File: src/rtl/isa_pkg.sv
// Shared ISA definitions for the 16-bit core: opcodes, field positions,
// instruction formats and immediate ranges. The control decoder imports this as well.
package isa_pkg;

  localparam int WORD_W = 16;
  localparam int OP_W   = 4;
  localparam int REG_W  = 4;

  localparam logic [OP_W-1:0] OP_ADD  = 4'b0000;
  localparam logic [OP_W-1:0] OP_GRT  = 4'b0001;
  localparam logic [OP_W-1:0] OP_SUB  = 4'b0010;
  localparam logic [OP_W-1:0] OP_EQ   = 4'b0011;
  localparam logic [OP_W-1:0] OP_JALR = 4'b0100;
  localparam logic [OP_W-1:0] OP_LUI  = 4'b0101;
  localparam logic [OP_W-1:0] OP_JAL  = 4'b0110;
  localparam logic [OP_W-1:0] OP_ADDI = 4'b1000;
  localparam logic [OP_W-1:0] OP_LW   = 4'b1001;
  localparam logic [OP_W-1:0] OP_SW   = 4'b1010;
  localparam logic [OP_W-1:0] OP_LLI  = 4'b1111;

  localparam int OP_LSB  = 12;
  localparam int RD_LSB  = 8;
  localparam int RS1_LSB = 4;
  localparam int RS2_LSB = 0;

  localparam int IMM_I_MIN  = -8;
  localparam int IMM_I_MAX  = 7;
  localparam int IMM_UL_MIN = 0;
  localparam int IMM_UL_MAX = 255;
  localparam int IMM_US_MIN = -128;
  localparam int IMM_US_MAX = 127;

  typedef enum logic [1:0] {FMT_R, FMT_I, FMT_U} fmt_t;

  typedef enum logic {ST_IDLE, ST_LLI} load_state_t;

  // Any code not listed explicitly decodes as bne, which is U-type.
  function automatic fmt_t op_format(input logic [OP_W-1:0] op);
    case (op)
      OP_ADD, OP_GRT, OP_SUB, OP_EQ:    return FMT_R;
      OP_JALR, OP_ADDI, OP_LW, OP_SW:   return FMT_I;
      OP_LUI, OP_LLI, OP_JAL:           return FMT_U;
      default:                          return FMT_U;
    endcase
  endfunction

  function automatic logic imm_is_unsigned(input logic [OP_W-1:0] op);
    return (op == OP_LUI) || (op == OP_LLI);
  endfunction

endpackage

File: src/rtl/inst_encode.sv
// Combinational packer: symbolic fields to one 16-bit instruction word,
// with a check that the immediate fits the format of the opcode.
module inst_encode
  import isa_pkg::*;
(
  input  logic [OP_W-1:0]   op,
  input  logic [REG_W-1:0]  rd,
  input  logic [REG_W-1:0]  rs1,
  input  logic [REG_W-1:0]  rs2,
  input  logic [15:0]       imm,
  output logic [WORD_W-1:0] word,
  output logic              range_ok
);

  int simm;

  always_comb begin
    word     = '0;
    range_ok = 1'b0;
    simm     = int'($signed(imm));
    word[OP_LSB +: OP_W] = op;
    word[RD_LSB +: REG_W] = rd;
    case (op_format(op))
      FMT_R: begin
        word[RS1_LSB +: REG_W] = rs1;
        word[RS2_LSB +: REG_W] = rs2;
        range_ok = 1'b1;
      end
      FMT_I: begin
        word[RS1_LSB +: REG_W] = rs1;
        word[RS2_LSB +: REG_W] = imm[REG_W-1:0];
        range_ok = (simm >= IMM_I_MIN) && (simm <= IMM_I_MAX);
      end
      default: begin
        word[7:0] = imm[7:0];
        if (imm_is_unsigned(op))
          range_ok = (simm >= IMM_UL_MIN) && (simm <= IMM_UL_MAX);
        else
          range_ok = (simm >= IMM_US_MIN) && (simm <= IMM_US_MAX);
      end
    endcase
  end

endmodule

File: src/rtl/prog_loader.sv
// Program loader: accepts field bundles, encodes them and writes words
// sequentially into instruction memory; li becomes a lui/lli pair.
module prog_loader
  import isa_pkg::*;
#(
  parameter int ADDR_W    = 8,
  parameter int BASE_ADDR = 0,
  parameter int DEPTH     = 256
) (
  input  logic              clk,
  input  logic              reset,
  input  logic              start,
  input  logic              in_valid,
  output logic              in_ready,
  input  logic [3:0]        in_op,
  input  logic              in_li,
  input  logic [3:0]        in_rd,
  input  logic [3:0]        in_rs1,
  input  logic [3:0]        in_rs2,
  input  logic [15:0]       in_imm,
  output logic              mem_we,
  output logic [ADDR_W-1:0] mem_addr,
  output logic [15:0]       mem_wdata,
  output logic              full,
  output logic [ADDR_W:0]   count,
  output logic              err,
  output load_state_t       state
);

  // Handshake: a bundle transfers on a rising edge with in_valid && in_ready;
  // in_ready depends only on state, full and start, never on in_valid.

  localparam logic [ADDR_W:0]   DEPTH_C = (ADDR_W+1)'(DEPTH);
  localparam logic [ADDR_W-1:0] BASE_C  = ADDR_W'(BASE_ADDR);

  load_state_t       state_next;
  logic [3:0]        enc_op;
  logic [15:0]       enc_imm;
  logic [15:0]       enc_word;
  logic              range_ok;
  logic              accept;
  logic              reject;
  logic              wr_en;
  logic [15:0]       wr_data;
  logic              err_next;
  logic [ADDR_W-1:0] wr_ptr;
  logic [15:0]       lli_word;

  // For li the encoder produces the lui half; the lli half is latched separately.
  assign enc_op  = in_li ? OP_LUI : in_op;
  assign enc_imm = in_li ? {8'h00, in_imm[15:8]} : in_imm;

  inst_encode u_encode (
    .op       (enc_op),
    .rd       (in_rd),
    .rs1      (in_rs1),
    .rs2      (in_rs2),
    .imm      (enc_imm),
    .word     (enc_word),
    .range_ok (range_ok)
  );

  assign in_ready = !start && (state == ST_IDLE) && !full;
  assign accept   = in_valid && in_ready;
  assign reject   = !range_ok || (in_li && (count == DEPTH_C - 1'b1));

  always_ff @(posedge clk) begin
    if (reset) state <= ST_IDLE;
    else       state <= state_next;
  end

  always_comb begin
    state_next = state;
    wr_en      = 1'b0;
    wr_data    = enc_word;
    err_next   = 1'b0;
    case (state)
      ST_IDLE: begin
        if (accept) begin
          if (reject) begin
            err_next = 1'b1;
          end else begin
            wr_en = 1'b1;
            if (in_li) state_next = ST_LLI;
          end
        end
      end
      ST_LLI: begin
        wr_en      = 1'b1;
        wr_data    = lli_word;
        state_next = ST_IDLE;
      end
      default: state_next = ST_IDLE;
    endcase
    // start drops a pending lli word and rewinds in the same cycle.
    if (start) begin
      wr_en      = 1'b0;
      state_next = ST_IDLE;
    end
  end

  always_ff @(posedge clk) begin
    if (reset) begin
      mem_we    <= 1'b0;
      mem_addr  <= BASE_C;
      mem_wdata <= '0;
      wr_ptr    <= BASE_C;
      count     <= '0;
      full      <= 1'b0;
      err       <= 1'b0;
      lli_word  <= '0;
    end else begin
      mem_we <= wr_en;
      err    <= err_next;
      if (start) begin
        wr_ptr <= BASE_C;
        count  <= '0;
        full   <= 1'b0;
      end else if (wr_en) begin
        mem_addr  <= wr_ptr;
        mem_wdata <= wr_data;
        wr_ptr    <= wr_ptr + 1'b1;
        count     <= count + 1'b1;
        full      <= (count + 1'b1 == DEPTH_C);
      end
      if (accept && in_li) lli_word <= {OP_LLI, in_rd, in_imm[7:0]};
    end
  end

endmodule

File: config.mk
export PLATFORM = sky130hd
export DESIGN_NAME = prog_loader
export DESIGN_NICKNAME = d
export VERILOG_FILES = /design/src/rtl/isa_pkg.sv /design/src/rtl/inst_encode.sv /design/src/rtl/prog_loader.sv
export SDC_FILE = /design/constraint.sdc
export NUM_CORES = 1
export LEC_CHECK = 0
export BUFFER_PORTS_ARGS = -buffer_cell sky130_fd_sc_hd__buf_4
export CORE_MARGIN = 3
export CORE_UTILIZATION = 52
export DETAILED_ROUTE_END_ITERATION = 8
export PLACE_DENSITY = 0.9
export SKIP_LAST_GASP = 1
export SLEW_MARGIN = 10
export SYNTH_ARGS = -nofsm -noshare
export SYNTH_HDL_FRONTEND = slang
export SYNTH_SLANG_ARGS = --single-unit
File: constraint.sdc
create_clock -name clk -period 3.1 [get_ports clk]
set_input_delay 0.465 -clock clk [delete_from_list [all_inputs] [get_ports clk]]
set_output_delay 0.465 -clock clk [all_outputs]
set_load 0.01 [all_outputs]
== After elaboration in Yosys (flattened, before gate mapping) ==
Memory sizes are Yosys's and may differ from the RTL's.
Index checks and enable logic that the tools add are counted.

* Flip-flop bits (word level): 58
* Latch bits: 0
* RAM bits: 0
* Memory bits (read-only): 32
* Input port bits: 37
* Output and inout bits: 38
* Word-level logic and storage cells: 58
* Memories: 1

* Add/sub/neg operators: 2
* Multiply operators: 0
* Div/mod/pow operators: 0
* Order comparisons: 6
* Eq/ne operators: 5
* Shifts and indexed selects: 0
* Mux-type cells: 15
* Bitwise gates (word level): 3
* Reductions and logical operators: 17

{| class="wikitable"
|+ Memories
! memory !! depth !! bits a word !! read ports !! clocked after memory_dff !! write ports !! line !! text
|-
| (no name shown) || 16 || 2 || 1 || 0 || 0 || isa_pkg.sv:39 || <nowiki>case (op)</nowiki>
|}

{| class="wikitable"
|+ Operator list
! kind !! number
|-
| $mux 16 || 2
|-
| $ge 16x1->1 const B || 1
|-
| $ge 16x4->1 const B || 1
|-
| $ge 16x8->1 const B || 1
|-
| $le 16x4->1 const B || 1
|-
| $le 16x8->1 const B || 1
|-
| $le 16x9->1 const B || 1
|-
| $pmux 8 s2 || 1
|-
| $add 9x1->9 const B || 1
|-
| $eq 9x8->1 const B || 1
|-
| $eq 9x9->1 const B || 1
|-
| $add 8x1->8 const B || 1
|-
| $logic_and 1x1->1 || 8
|-
| $mux 1 || 8
|-
| $pmux 1 s2 || 3
|-
| $eq 4x3->1 const B || 1
|-
| $eq 4x4->1 const B || 1
|-
| $mux 4 || 1
|-
| $logic_not 1->1 || 3
|-
| $not 1->1 || 3
|-
| $reduce_or 3->1 || 1
|-
| $eq 2x1->1 const B || 1
|-
| $logic_not 2->1 || 1
|-
| $logic_or 1x1->1 || 2
|-
| 2 further kinds || 2
|}

== Longest topological paths before layout ==
* Depth after elaboration: 12
* Gate-level depth with buffers: 12
* Mapped depth without buffers: 10

== Cells and area by module ==
Synthesis repeated with hierarchy kept, for this count alone.

* Cells, all modules: 340
* Area, all modules: 2945.3 um^2

{| class="wikitable"
|+ Modules (own cells, without submodules)
! module !! times used !! cells an instance !! area each (um^2) !! sequential area each (um^2)
|-
| prog_loader || 1 || 300 || 2640.0 || 1161.1
|-
| inst_encode || 1 || 40 || 305.3 || 0.0
|}

== Worst setup path after synthesis ==
OpenSTA, ideal clock, no wires.

* Path kind: register to register
* Start: reg count[0]
* End: reg count[1]
* Setup time: 128 ps
* Arrival time: 2250 ps
* Required time: 2972 ps
* Path slack: 722 ps
* Cell stages (with the launch flop): 12
* Buffers on the path: 1
* Period minus slack after synthesis: 2378 ps
* Cells stage by stage: dfxtp_1 > ha_1 > nand3_1 > or2_2 > nor2_1 > ha_1 > a21oi_2 > o31a_2 > a21oi_1 > buf_6 > mux2i_1 > nor2_1

* Longest elaborated chain between the ends: 7
* Elaborated cells on any way between the ends: 8
* Those cells by class: add/sub: 1; eq/ne: 1; mux: 4; reduce/logical: 2

{| class="wikitable"
|+ Ends and longest elaborated chain
! item !! line !! text
|-
| start, declared || prog_loader.sv:25 || <nowiki>output logic [ADDR_W:0] count,</nowiki>
|-
| start signal, assigned || prog_loader.sv:123 || <nowiki>count <= count + 1'b1;</nowiki>
|-
| $eq 9x8->1 || prog_loader.sv:65 || <nowiki>assign reject = !range_ok || (in_li && (count == DEPTH_C - 1'b1));</nowiki>
|-
| $logic_and 1x1->1 || prog_loader.sv:65 ||
|-
| $logic_or 1x1->1 || prog_loader.sv:65 ||
|-
| $mux 1 || prog_loader.sv:80 || <nowiki>if (reject) begin</nowiki>
|-
| $mux 1 || prog_loader.sv:79 || <nowiki>if (accept) begin</nowiki>
|-
| $pmux 1 s2 || prog_loader.sv:77 || <nowiki>case (state)</nowiki>
|-
| $mux 1 || prog_loader.sv:96 || <nowiki>if (start) begin</nowiki>
|}

Parallel ways exist; a longest one is shown, timed or not.
A chain may end at the register's enable or synchronous reset.

== Final worst setup path ==
* Start: reg count[0]
* End: reg wr_ptr[5]

* Longest elaborated chain between the ends: 7

{| class="wikitable"
|+ Ends and longest elaborated chain
! item !! line !! text
|-
| $eq 9x8->1 || prog_loader.sv:65 ||
|-
| $logic_and 1x1->1 || prog_loader.sv:65 ||
|-
| $logic_or 1x1->1 || prog_loader.sv:65 ||
|-
| $mux 1 || prog_loader.sv:80 ||
|-
| $mux 1 || prog_loader.sv:79 ||
|-
| $pmux 1 s2 || prog_loader.sv:77 ||
|-
| $mux 1 || prog_loader.sv:96 ||
|-
| end signal, assigned || prog_loader.sv:122 || <nowiki>wr_ptr <= wr_ptr + 1'b1;</nowiki>
|-
| end, declared || prog_loader.sv:46 || <nowiki>logic [ADDR_W-1:0] wr_ptr;</nowiki>
|}

Every way passes these cells.

==> run_results.csv <==
group,metric,value,unit
outcome,status,"finished clean",
logic_synthesis,syn-cell-area,2790,um^2
timing,max_slew.worst_pin.slew,0.755,ns
placement,dpl.hpwl,4.75,mm
logic_synthesis,syn_avg_cell_area,8.21,um^2
detailed_routing,wl_per_cell,14.2,um
pwr,power_density,464,nW/um^2
clock_tree,clock_sinks,58,
logic_synthesis,synth_nets,381,
final_layout,seqCellArea,1160,um^2
pwr,seqPwrFrac,47.6,%
placement,numPortBuffers,74,
floorplanning,dieHeight,79.3,um
worst_setup_path,startpoint,"count[0]",
final_layout,fillCellCount,455,
grt,gr-usage-all-layers,21.9,%
timing,fmax,361,MHz
logic_synthesis,netlist_instances,340,
timing,finalHoldViolCount,0,
worst_setup_path,rr_startpoint,"count[0]",
logic_synthesis,seq_area_frac_synth,41.6,%
pwr,irDropWorstVdd,0.000268,V
pwr,sw_frac_of_total,26.0,%
final_layout,utilization,69.0,%
worst_hold_path,hold_start,"in_imm[2]",
final_layout,multiInputGateArea,1500,um^2
logic_synthesis,ys.warnings.count,0,
final_layout,drive_above_1_share,24.6,%
timing,min_period_over_period,89.3,%
logic_synthesis,yosys.cell_types.count,45,
grt,grt_pass1_vias,2437,
floorplanning,die_w,79.3,um
run,drv_cap,0,
worst_setup_path,path_class,"reg2reg",
timing,finalWorstPathRequiredPeriod,2.77,ns
logic_synthesis,synth_edf_count,0,
placement,place_inst,465,
grt,grt.overflow.total,0,
worst_setup_path,cp.required,3.31,ns
timing,slew_headroom,49.6,%
final_layout,insertedDiodeCount,0,
worst_setup_path,worstPathArrival,2.98,ns
detailed_routing,ant_nets,0,
timing,fin_setup_tns,0,ns
logic_synthesis,async_flop_share,0,%
clock_tree,h-tree-depth,3,
pwr,p_comb_share,12.8,%
pwr,p_leak,0.00135,uW
clock_tree,cts_tree,"yes",
detailed_routing,drc,0,
grt,grt_max_degree,41,
logic_synthesis,ys_ff_latch,58,
grt,use_met3,5.56,%
timing,setup_viol,0,
floorplanning,core_region_area,5140,um^2
grt,antenna_found_initial,0,
pwr,pwr-share-clk,39.6,%
final_layout,instances_no_fill,481,
worst_setup_path,cp-end-kind,"register",
placement,place.gp.congestion,0.835,
clock_tree,cts.path.max_buffers,2,
floorplanning,start_util,54.3,%
pwr,intPower,1220,uW
worst_hold_path,hold_path_class,"in2reg",
detailed_routing,drtIter0Drc,171,
timing,finalMaxSlewViolations,0,
detailed_routing,via_per_inst,5.74,
clock_tree,postCtsHoldBufs,0,
timing,rsz0062_at_grt,"false",
floorplanning,ios,75,
pwr,p_sw,428,uW
detailed_routing,firstDrtPassIters,5,
timing,skew,0.00541,ns
logic_synthesis,synth_flop_cell,"dfxtp_1",
clock_tree,root_buffer,"clkbuf_8",
clock_tree,insertion_delay,0.33,ns
grt,grt_pass1_wl,10.9,mm
clock_tree,cts.clk_slew.worst_paths,0.07,ns
clock_tree,cts_buffers,9,
grt,met2_usage,35.9,%
floorplanning,die-area,6280,um^2
detailed_routing,vias,2759,
grt,top_usage_layer,"met2",
grt,grt_use_met1,26.7,%
detailed_routing,drt_wl_total,6.81,mm
worst_setup_path,cp_max_fo,24,
clock_tree,ctsResizeCount,0,
final_layout,area_growth,27.0,%
clock_tree,cts_setup_buffers,0,
worst_setup_path,start_kind,"register",
final_layout,fin_nets,447,
floorplanning,fp-row-count,26,
## per-stage QoR
| stage | setup WS (ns) | area (um^2) | hold slack, ns | power, uW |
|---|---|---|---|---|
| 5_1_grt | 0.0845 | 3540 | 0.397 | 1710 |
| 4_1_cts | 0.344 | 3540 | 0.386 | 1650 |
| 3_5_place_dp | 0.372 | 3350 | 0.445 | 1010 |
| 6_report | 0.333 | 3540 | 0.394 | 1650 |
| 2_1_floorplan | 0.722 | 2790 | 0.436 | 917 |
| 3_3_place_gp | 0.507 | 3350 | 0.439 | 1000 |
## critical path, cell delays in order (launching register included)
cell and delay (ns):
dfxtp_1 0.45, ha_1 0.26, nand3_1 0.12, or2_2 0.34, nor2_1 0.17, ha_1 0.21
a21oi_2 0.06, o31a_2 0.14, a21boi_1 0.36, buf_4 0.32, or3_1 0.15, a21oi_1 0.06
## cells by family after synthesis
group / after synthesis / share of synthesized area (%)
muxes: 21 / 7.53
DFF: 58 / 41.6
and+or+nand+nor: 132 / 22.8
adders and majority gates: 4 / 1.79
AOI/OAI and AO/OA: 94 / 21.1
xor gates and xnor gates: 2 / 0.628
buffers and inverters: 29 / 4.62
## sequential cells by signal, indices dropped and copies added, names as in the netlist
signal	flops
count	9
err	1
full	1
lli_word	13
mem_addr	8
mem_wdata	16
mem_we	1
state	1
wr_ptr	8
## cells in the mapped netlist, types with 2 or more instances
cell	count	share of area (%)
a21oi_1	40	7.2
a221oi_1	2	0.63
and2_1	2	0.45
mux2i_1	21	7.5
nand4_1	3	0.67
nor3b_1	3	0.81
nor3_1	5	0.90
o21ai_0	22	3.9
ha_1	4	1.8
nor4_1	5	1.1
nand2_1	51	6.9
buf_4	2	0.54
nand3_1	18	3.2
clkbuf_1	14	1.9
buf_2	4	0.72
inv_1	7	0.94
and4_1	3	0.94
xor2_1	2	0.63
o311ai_0	2	0.63
or2_2	2	0.45
dfxtp_1	58	42
a211oi_1	14	3.8
nor2_1	24	3.2
or3_1	11	2.5
## metal layers
layer  part of all wire [%]  vias to the layer above
li1                       -                     1366
met4                    2.2                        0
met2                     48                      106
met1                     42                     1271
met3                    7.2                       16
met5                      0                        -
## final cells by class
cell class	count	area share, %
multi-input cells	253	42.4
flip-flops and latches	58	32.8
repair buffers	77	16.3
clock buffers	12	4.66
well taps	70	2.47
inverters	7	0.741
clock inverters	4	0.706
## power by group through the flow
stage	logic, uW	clock network, uW	registers (uW)
2_1_floorplan	112	0	805
3_3_place_gp	205	0	799
3_5_place_dp	210	0	799
4_1_cts	211	660	783
5_1_grt	232	696	785
6_report	211	651	783
## cells in the final DEF, fill, tap and decap left out, types with 2 or more instances in the layout
master,count
a221oi_1,2
nand2_1,51
a211oi_1,14
or3_1,11
nor3b_1,3
nor3_1,5
o311ai_0,2
and2_1,2
and4_1,3
a21oi_1,40
buf_4,77
clkinvlp_4,2
nand4_1,3
nor4_1,5
inv_1,7
nand3_1,18
dfxtp_1,58
clkinv_2,2
mux2i_1,21
xor2_1,2
or2_2,2
nor2_1,24
ha_1,4
clkbuf_8,12
o21ai_0,22
## worst paths after layout
kind / to / slack [ns] / depth (start not counted)
max: wr_ptr[5] / 0.33 / 11
min: lli_word[2] / 0.39 / 3
max reg2reg: wr_ptr[5] / 0.33 / 11
min reg2reg: mem_addr[7] / 0.45 / 2
Note: power is estimated with default switching activity, not from simulation.
